[config.mk]
export PLATFORM = sky130hd
export DESIGN_NAME = id_ex_pipeline_reg_flat
export DESIGN_NICKNAME = d
export VERILOG_FILES = /design/src/rtl/id_ex_pipeline_reg_if.sv /design/src/rtl/id_ex_pipeline_reg.sv /design/src/flat_wrapper.sv
export SDC_FILE = /design/constraint.sdc
export NUM_CORES = 1
export LEC_CHECK = 0
export CORE_MARGIN = 5
export CORE_UTILIZATION = 39
export DETAILED_ROUTE_END_ITERATION = 12
export GPL_TIMING_DRIVEN = 1
export HOLD_SLACK_MARGIN = 0.08
export PLACE_DENSITY = 0.81
export SETUP_SLACK_MARGIN = 0.02
export SYNTH_ARGS = -nofsm -noshare
export SYNTH_HDL_FRONTEND = slang
export SYNTH_SLANG_ARGS = --single-unit
export TNS_END_PERCENT = 20
[constraint.sdc]
create_clock -name clk -period 2.2 [get_ports clk]
set_clock_uncertainty 0.1 [all_clocks]
set_input_delay 0.44 -clock clk [delete_from_list [all_inputs] [get_ports clk]]
set_output_delay 0.44 -clock clk [all_outputs]
set_load 0.05 [all_outputs]
[src/rtl/id_ex_pipeline_reg_if.sv]
// ID/EX stage boundary bundle.
// Carries the decoded instruction leaving ID (*_id) and the registered copy
// presented to EX (*_ex), plus the load flag fed back to the hazard unit.
//   master : ID stage / hazard / forwarding side (drives *_id, reads *_ex)
//   slave  : the ID/EX pipeline register (reads *_id, drives *_ex)
// Valid semantics: there is no ready. valid_id marks a real instruction on
// the *_id fields in the cycle before a rising edge. valid_ex marks a real
// instruction occupying EX. Whenever valid_ex is 0, ctrl_ex and rd_ex are 0.
interface id_ex_pipeline_reg_if #(
  parameter int size = 32
);
  logic            valid_id;
  logic [size-1:0] pc_id;
  logic [size-1:0] rs1_data_id;
  logic [size-1:0] rs2_data_id;
  logic [size-1:0] imm_id;
  logic [4:0]      rs1_id;
  logic [4:0]      rs2_id;
  logic [4:0]      rd_id;
  logic [11:0]     ctrl_id;

  logic            valid_ex;
  logic [size-1:0] pc_ex;
  logic [size-1:0] rs1_data_ex;
  logic [size-1:0] rs2_data_ex;
  logic [size-1:0] imm_ex;
  logic [4:0]      rs1_ex;
  logic [4:0]      rs2_ex;
  logic [4:0]      rd_ex;
  logic [11:0]     ctrl_ex;
  logic            is_load_ex;

  modport master (
    output valid_id, pc_id, rs1_data_id, rs2_data_id, imm_id,
           rs1_id, rs2_id, rd_id, ctrl_id,
    input  valid_ex, pc_ex, rs1_data_ex, rs2_data_ex, imm_ex,
           rs1_ex, rs2_ex, rd_ex, ctrl_ex, is_load_ex
  );

  modport slave (
    input  valid_id, pc_id, rs1_data_id, rs2_data_id, imm_id,
           rs1_id, rs2_id, rd_id, ctrl_id,
    output valid_ex, pc_ex, rs1_data_ex, rs2_data_ex, imm_ex,
           rs1_ex, rs2_ex, rd_ex, ctrl_ex, is_load_ex
  );
endinterface

[src/rtl/id_ex_pipeline_reg.sv]
// ID/EX pipeline register of the 5-stage RV32I core.
// Captures the decoded ID instruction for EX, inserts NOP bubbles for
// load-use stalls, squashes the slot on a taken branch/jump, and freezes
// on a global hold. Saturating counters record bubbles and flushes.
// Ports:
//   clk, reset        : clock; synchronous active-high reset
//   bubble            : load-use stall request (insert NOP)
//   flush             : branch/jump taken in EX (squash slot)
//   hold              : global freeze, register keeps contents
//   bus (slave)       : *_id inputs, *_ex outputs, is_load_ex
//   bubble_cnt        : saturating count of bubbles inserted
//   flush_cnt         : saturating count of flushes applied
// Edge priority: reset > flush > hold > bubble > normal load.
// ctrl layout: {reg_write, mem_read, mem_write, mem_to_reg, alu_src,
//               branch, jump, funct3[2:0], alu_op[1:0]}
module id_ex_pipeline_reg #(
  parameter int size      = 32,
  parameter int cnt_width = 16
) (
  input  logic                 clk,
  input  logic                 reset,
  input  logic                 bubble,
  input  logic                 flush,
  input  logic                 hold,
  id_ex_pipeline_reg_if.slave  bus,
  output logic [cnt_width-1:0] bubble_cnt,
  output logic [cnt_width-1:0] flush_cnt
);

  localparam int CTRL_MEM_READ = 10;
  localparam logic [cnt_width-1:0] CNT_ONE = {{(cnt_width-1){1'b0}}, 1'b1};

  typedef struct packed {
    logic            valid;
    logic [size-1:0] pc;
    logic [size-1:0] rs1_data;
    logic [size-1:0] rs2_data;
    logic [size-1:0] imm;
    logic [4:0]      rs1;
    logic [4:0]      rs2;
    logic [4:0]      rd;
    logic [11:0]     ctrl;
  } slot_t;

  slot_t                slot_q, slot_d;
  logic [cnt_width-1:0] bubble_cnt_q, bubble_cnt_d;
  logic [cnt_width-1:0] flush_cnt_q, flush_cnt_d;

  always_comb begin
    slot_d       = slot_q;
    bubble_cnt_d = bubble_cnt_q;
    flush_cnt_d  = flush_cnt_q;

    if (flush) begin
      // Flush beats hold so a taken branch is never lost during a freeze.
      slot_d = '0;
      if (flush_cnt_q != '1) flush_cnt_d = flush_cnt_q + CNT_ONE;
    end else if (hold) begin
      slot_d = slot_q;
    end else if (bubble) begin
      // ID instruction is not consumed; IF/ID re-presents it next edge.
      slot_d = '0;
      if (bubble_cnt_q != '1) bubble_cnt_d = bubble_cnt_q + CNT_ONE;
    end else begin
      slot_d.valid    = bus.valid_id;
      slot_d.pc       = bus.pc_id;
      slot_d.rs1_data = bus.rs1_data_id;
      slot_d.rs2_data = bus.rs2_data_id;
      slot_d.imm      = bus.imm_id;
      slot_d.rs1      = bus.rs1_id;
      slot_d.rs2      = bus.rs2_id;
      // Invalid slots carry no control and no destination, so stale
      // decode can never write back or create a hazard match.
      slot_d.rd       = bus.valid_id ? bus.rd_id   : 5'd0;
      slot_d.ctrl     = bus.valid_id ? bus.ctrl_id : 12'd0;
    end
  end

  always_ff @(posedge clk) begin
    if (reset) begin
      slot_q       <= '0;
      bubble_cnt_q <= '0;
      flush_cnt_q  <= '0;
    end else begin
      slot_q       <= slot_d;
      bubble_cnt_q <= bubble_cnt_d;
      flush_cnt_q  <= flush_cnt_d;
    end
  end

  assign bus.valid_ex    = slot_q.valid;
  assign bus.pc_ex       = slot_q.pc;
  assign bus.rs1_data_ex = slot_q.rs1_data;
  assign bus.rs2_data_ex = slot_q.rs2_data;
  assign bus.imm_ex      = slot_q.imm;
  assign bus.rs1_ex      = slot_q.rs1;
  assign bus.rs2_ex      = slot_q.rs2;
  assign bus.rd_ex       = slot_q.rd;
  assign bus.ctrl_ex     = slot_q.ctrl;
  assign bus.is_load_ex  = slot_q.valid & slot_q.ctrl[CTRL_MEM_READ];

  assign bubble_cnt = bubble_cnt_q;
  assign flush_cnt  = flush_cnt_q;

endmodule

[src/flat_wrapper.sv]
// flat-port wrapper written by rule: the top's interface ports become plain ports
module id_ex_pipeline_reg_flat 
#(
  parameter int size      = 32,
  parameter int cnt_width = 16
)
  (clk, reset, bubble, flush, hold, bubble_cnt, flush_cnt, bus_valid_id, bus_pc_id, bus_rs1_data_id, bus_rs2_data_id, bus_imm_id, bus_rs1_id, bus_rs2_id, bus_rd_id, bus_ctrl_id, bus_valid_ex, bus_pc_ex, bus_rs1_data_ex, bus_rs2_data_ex, bus_imm_ex, bus_rs1_ex, bus_rs2_ex, bus_rd_ex, bus_ctrl_ex, bus_is_load_ex);
  id_ex_pipeline_reg_if #(.size(size)) bus_i ();
  input  logic clk;
  input  logic reset;
  input  logic bubble;
  input  logic flush;
  input  logic hold;
  output logic [cnt_width-1:0] bubble_cnt;
  output logic [cnt_width-1:0] flush_cnt;
  input wire logic [$bits(bus_i.valid_id)-1:0] bus_valid_id;
  input wire logic [$bits(bus_i.pc_id)-1:0] bus_pc_id;
  input wire logic [$bits(bus_i.rs1_data_id)-1:0] bus_rs1_data_id;
  input wire logic [$bits(bus_i.rs2_data_id)-1:0] bus_rs2_data_id;
  input wire logic [$bits(bus_i.imm_id)-1:0] bus_imm_id;
  input wire logic [$bits(bus_i.rs1_id)-1:0] bus_rs1_id;
  input wire logic [$bits(bus_i.rs2_id)-1:0] bus_rs2_id;
  input wire logic [$bits(bus_i.rd_id)-1:0] bus_rd_id;
  input wire logic [$bits(bus_i.ctrl_id)-1:0] bus_ctrl_id;
  output wire logic [$bits(bus_i.valid_ex)-1:0] bus_valid_ex;
  output wire logic [$bits(bus_i.pc_ex)-1:0] bus_pc_ex;
  output wire logic [$bits(bus_i.rs1_data_ex)-1:0] bus_rs1_data_ex;
  output wire logic [$bits(bus_i.rs2_data_ex)-1:0] bus_rs2_data_ex;
  output wire logic [$bits(bus_i.imm_ex)-1:0] bus_imm_ex;
  output wire logic [$bits(bus_i.rs1_ex)-1:0] bus_rs1_ex;
  output wire logic [$bits(bus_i.rs2_ex)-1:0] bus_rs2_ex;
  output wire logic [$bits(bus_i.rd_ex)-1:0] bus_rd_ex;
  output wire logic [$bits(bus_i.ctrl_ex)-1:0] bus_ctrl_ex;
  output wire logic [$bits(bus_i.is_load_ex)-1:0] bus_is_load_ex;
  assign bus_i.valid_id = bus_valid_id;
  assign bus_i.pc_id = bus_pc_id;
  assign bus_i.rs1_data_id = bus_rs1_data_id;
  assign bus_i.rs2_data_id = bus_rs2_data_id;
  assign bus_i.imm_id = bus_imm_id;
  assign bus_i.rs1_id = bus_rs1_id;
  assign bus_i.rs2_id = bus_rs2_id;
  assign bus_i.rd_id = bus_rd_id;
  assign bus_i.ctrl_id = bus_ctrl_id;
  assign bus_valid_ex = bus_i.valid_ex;
  assign bus_pc_ex = bus_i.pc_ex;
  assign bus_rs1_data_ex = bus_i.rs1_data_ex;
  assign bus_rs2_data_ex = bus_i.rs2_data_ex;
  assign bus_imm_ex = bus_i.imm_ex;
  assign bus_rs1_ex = bus_i.rs1_ex;
  assign bus_rs2_ex = bus_i.rs2_ex;
  assign bus_rd_ex = bus_i.rd_ex;
  assign bus_ctrl_ex = bus_i.ctrl_ex;
  assign bus_is_load_ex = bus_i.is_load_ex;
  id_ex_pipeline_reg #(.size(size), .cnt_width(cnt_width)) u_core (.clk(clk), .reset(reset), .bubble(bubble), .flush(flush), .hold(hold), .bus(bus_i), .bubble_cnt(bubble_cnt), .flush_cnt(flush_cnt));
endmodule
[After elaboration in Yosys (flattened, before gate mapping)]
Index checks and enable logic that the tools add are counted.
Storage, ports and cells
  register bits after elaboration: 188
  latch bits: 0
  bits in writable memories: 0
  memory bits (read-only): 0
  bits of input ports: 161
  output and inout port bits: 189
  logic and storage cells: 24
  memories: 0
Cells by class
  $add $sub $neg: 2
  $mul: 0
  divide/modulo/power cells: 0
  $lt $le $gt $ge: 0
  equality and inequality tests: 2
  shift-type cells: 0
  multiplexer cells: 3
  bitwise logic cells: 3
  reductions and logical operators: 3
Operators with widths (number)
  $mux 156: 1
  $add 16x1->16 const B: 2
  $ne 16x16->1 const B: 2
  $mux 12: 1
  $mux 5: 1
  $reduce_and 4->1: 1
  $not 1->1: 2
  $reduce_and 2->1: 1
  $reduce_or 2->1: 1
  $and 1x1->1: 1

[Logic depth before layout (Yosys ltp)]
  word-level depth: 2
  depth in mapped cells: 7

[Worst setup path after synthesis]
No wires, ideal clock.
  path type: reg2reg
  start: reg u_core.flush_cnt_q[0] (netlist: u_core.flush_cnt[0])
  end: reg u_core.flush_cnt_q[9] (netlist: u_core.flush_cnt[9])
  setup time: 128 ps
  data arrival time: 1906 ps
  slack: 66 ps
  cell stages (with the launch flop): 7
  path buffers: 0
  period minus slack after synthesis: 2134 ps
  path through: dfxtp_1 > ha_1 > nand4_1 > or4_4 > nand4_1 > xor2_1 > nor2_1
On the way
  cells in the longest elaborated chain, start to end: 2
  elaborated cells on any way between the ends: 3
  those cells by class: add/sub: 1; eq/ne: 1; reduce/logical: 1
Ends and longest elaborated chain
  from (decl): RTL line id_ex_pipeline_reg.sv:47  | logic [cnt_width-1:0] flush_cnt_q, flush_cnt_d;
  from (signal assigned): RTL line id_ex_pipeline_reg.sv:87  | flush_cnt_q <= flush_cnt_d;
  branches (longest 2 deep; another with $add 16x1->16)
Several ways; the timed one is not identified.
A chain may end at the register's enable or synchronous reset.

[Worst setup path in the final report]
  start: reg u_core.slot_q, in the netlist u_core.bus.ctrl_ex[10]
  end: out bus_ctrl_ex[10]
RTL lines
  from (decl): RTL line id_ex_pipeline_reg.sv:45  | slot_t slot_q, slot_d;
  from (signal assigned): RTL line id_ex_pipeline_reg.sv:85  | slot_q <= slot_d;
  to (decl): RTL line flat_wrapper.sv:33  | output wire logic [$bits(bus_i.ctrl_ex)-1:0] bus_ctrl_ex;
No word-level cell between the ends.

==> impl_metrics.env <==
export IMPL_finalMaxSlewViolations=0
export IMPL_crit_fanout=3
export IMPL_ys_seq_elements=188
export IMPL_leakagePower_nw=4.24
export IMPL_antenna_found_initial=1
export IMPL_slowest_delay_ns=0.82
export IMPL_synthCells=701
export IMPL_root_buffer="clkbuf_16"
export IMPL_hold_violations=0
export IMPL_gp_congestion=0.805
export IMPL_critPathBufInv=1
export IMPL_core_sq_um=16600
export IMPL_clock_sinks=188
export IMPL_grt_ovfl_total=0
export IMPL_worstHoldStart="u_core.bus.pc_ex[31]$_SDFFE_PP0N_"
export IMPL_final_nets=1190
export IMPL_ant_nets=0
export IMPL_maxClockFrequency_mhz=464
export IMPL_ctsHtreeMaxLevel=4
export IMPL_status="complete, no violations"
export IMPL_hold_end="u_core.bus.pc_ex[31]$_SDFFE_PP0N_"
export IMPL_ir_drop_uv=543
export IMPL_path_cells="clkdlybuf4s50_1"
export IMPL_setup_viol=0
export IMPL_tns_ns=0
export IMPL_reg2reg_from="u_core.flush_cnt[0]$_SDFFE_PP0P_"
export IMPL_dr_pass1_iters=5
export IMPL_grt_max_degree=94
export IMPL_hold_depth=2
export IMPL_yosysWarningCount=0
export IMPL_critPathArrivalTime_ns=1.61
export IMPL_max_slew_margin_pct=62.9
export IMPL_insertion_delay_ns=0.42
export IMPL_crit_slowest_cell="clkdlybuf4s50_1"
export IMPL_cp_required_ns=1.66
export IMPL_clk_path_buf_depth=2
export IMPL_r2r_end="u_core.flush_cnt[7]$_SDFFE_PP0P_"
export IMPL_reg2reg_depth=6
export IMPL_synth_edf_count=0
export IMPL_vias=6426
export IMPL_synth_fp_nets=864
export IMPL_die_h_microns=141
export IMPL_start_util_pct=39.9
export IMPL_reg2reg_setup_slack_ns=0.21
export IMPL_rsz0062_at_grt="yes"
export IMPL_area_growth_pct=65.0
export IMPL_final_util_pct=65.9
export IMPL_grt_pass1_vias=6331
export IMPL_via_per_inst=5.10
export IMPL_synthDistinctLibCells=37
export IMPL_cellPowerDensity_nw_per_um2=686
export IMPL_cp_end_kind="output pin"
export IMPL_yosysSeqAreaShare_pct=56.6
export IMPL_cap_violations=0
export IMPL_syn_area_sq_um=6650
export IMPL_io_pins=350
export IMPL_worst_setup_path_type="reg2out"
export IMPL_wl_per_cell_microns=17.7
export IMPL_cts_tree="yes"
export IMPL_cts_buffers=17
export IMPL_start_kind="register"
export IMPL_die_x_microns=141
export IMPL_design_die_area_sq_um=19800
export IMPL_diodes=0
export IMPL_syn_area_per_cell_sq_um=9.48
export IMPL_dr_first_iter_drc_count=435
export IMPL_synth_top_flop_cell="dfxtp_1"
export IMPL_critPathTopFamily="buffers and inverters"
export IMPL_layout_drive_gt1_share_pct=6.73
export IMPL_grt_pass1_wl_microns=34100
export IMPL_drt_total_wl_microns=22300
export IMPL_track_usage_pct=21.4
export IMPL_async_flop_share_pct=0
export IMPL_rows=47
export IMPL_post_route_min_period_ns=2.15
export IMPL_hp_class="reg2reg"
export IMPL_hpwl_microns=16200
export IMPL_drc=0
export IMPL_worst_slew_pin_slew_ns=0.555
export IMPL_portBuffers=349
export IMPL_fin_crit_sh_pct=97.9
export IMPL_clkSlewWorstSetupHoldPaths_ns=0.07
kinds of logic (layout without fill, tap and decap cells):
kind of cell               after synthesis  after routing  synth area share, %
AOI/OAI and AO/OA                      176            176                 19.8
muxes                                    2              2                0.301
xor gates and xnor gates                23             23                 3.03
adders and majority gates                2              2                0.376
buffers and inverters                   62            401                 3.56
and+or+nand+nor                        248            248                 16.3
DFF                                    188            188                 56.6
state kept, by name, indices dropped and copies added (netlist names):
name and cells:
u_core.bubble_cnt 16, u_core.bus.ctrl_ex 12, u_core.bus.imm_ex 32, u_core.bus.pc_ex 32
u_core.bus.rd_ex 5, u_core.bus.rs1_data_ex 32, u_core.bus.rs1_ex 5, u_core.bus.rs2_data_ex 32
u_core.bus.rs2_ex 5, u_core.bus.valid_ex 1, u_core.flush_cnt 16
synthesized netlist by cell type, types with 2 or more instances:
master    count  area share (%)
dfxtp_1     188              57
nor2_1      188              11
a22oi_1     154              17
clkbuf_1     49             2.8
xor2_1       12             1.6
nand3_1      11            0.83
xnor2_1      11             1.4
nand2_1      10            0.56
and3_1        8            0.75
nand4_1       8            0.75
a21oi_1       6            0.45
buf_1         6            0.34
inv_1         4            0.23
nor3_1        4            0.30
or3_1         4            0.38
a211oi_1      3            0.34
buf_2         3            0.23
nand4_2       3            0.56
o21ai_0       3            0.23
a31oi_1       2            0.19
and2_1        2            0.19
and4_1        2            0.26
ha_1          2            0.38
mux2i_1       2            0.30
nor4_1        2            0.19
o211ai_2      2            0.38
o21a_1        2            0.23
per-layer routing:
metal,share of wire [%],wire length (microns),GRT usage [%],vias to the layer above
met1,37,8310,23.1,3039
met4,1.4,308,5.35,2
met3,9.5,2110,9.51,22
met5,0.058,13,0,-
met2,52,11600,38.3,232
li1,-,-,-,3131
what timing repair did:
| action | in CTS | in global routing |
|---|---|---|
| endpoints found under the hold margin | 0 | 0 |
| endpoints found under the setup margin | 31 | 46 |
| gates resized for setup | 31 | 9 |
| cloned | 0 | 0 |
| setup buffers | 0 | 0 |
| hold buffers | 0 | 0 |
cells in the final DEF (no fill, tap or decap), drive strengths merged, types with 3 or more instances in the layout:
master and instances:
a211oi 3, a21oi 6, a22oi 154, and3 8, buf 27, clkbuf 18, clkdlybuf4s50 298, clkinv 5
dfxtp 188, dlygate4sd2 31, dlymetal6s2s 9, inv 9, nand2 10, nand3 12, nand4 11, nor2 188
nor3 4, nor4 3, o21ai 3, or3 4, xnor2 11, xor2 12
through the flow:
stage	instance area, sq um	power (mW)	std cells	setup WS (ns)	hold slack, ns
floorplan	6650	4.02	701	0.0660	0.412
global placement	10400	4.51	1228	0.0720	0.373
detailed placement	10400	4.52	1228	0.0106	0.389
CTS	10900	7.60	1260	0.0201	0.397
global route	11000	7.82	1260	0.00564	0.430
finish	11000	7.52	1260	0.0470	0.396
where the power goes:
group          switching (mW)  internal [mW]  leakage, nW
Sequential             0.0357           3.46         1.52
Clock                    1.38           1.70        0.285
Combinational           0.489          0.451         2.43
Total                    1.91           5.62         4.24
area by class of cell:
type	instances	area, sq um
fillers	1348	5670
flip-flops and latches	188	3760
repair buffers	365	3670
multi-input cells	451	2660
clock buffers	18	429
well taps	220	275
clock inverters	14	160
inverters	4	15.0
worst max path at each step:
stage,start,end,slack (ns),cells past startpoint
global route,u_core.bus.pc_ex[15]$_SDFFE_PP0N_,bus_pc_ex[15],0.006,1
finish,u_core.bus.ctrl_ex[10]$_SDFFE_PP0N_,bus_ctrl_ex[10],0.05,1
detailed placement,flush,u_core.bubble_cnt[10]$_SDFFE_PP0P_,0.01,6
floorplan,u_core.flush_cnt[0]$_SDFFE_PP0P_,u_core.flush_cnt[9]$_SDFFE_PP0P_,0.07,6
CTS,u_core.bus.rs2_data_ex[14]$_SDFFE_PP0N_,bus_rs2_data_ex[14],0.02,1
global placement,flush,u_core.bubble_cnt[12]$_SDFFE_PP0P_,0.07,6
Power figures use the tool's default switching activity.
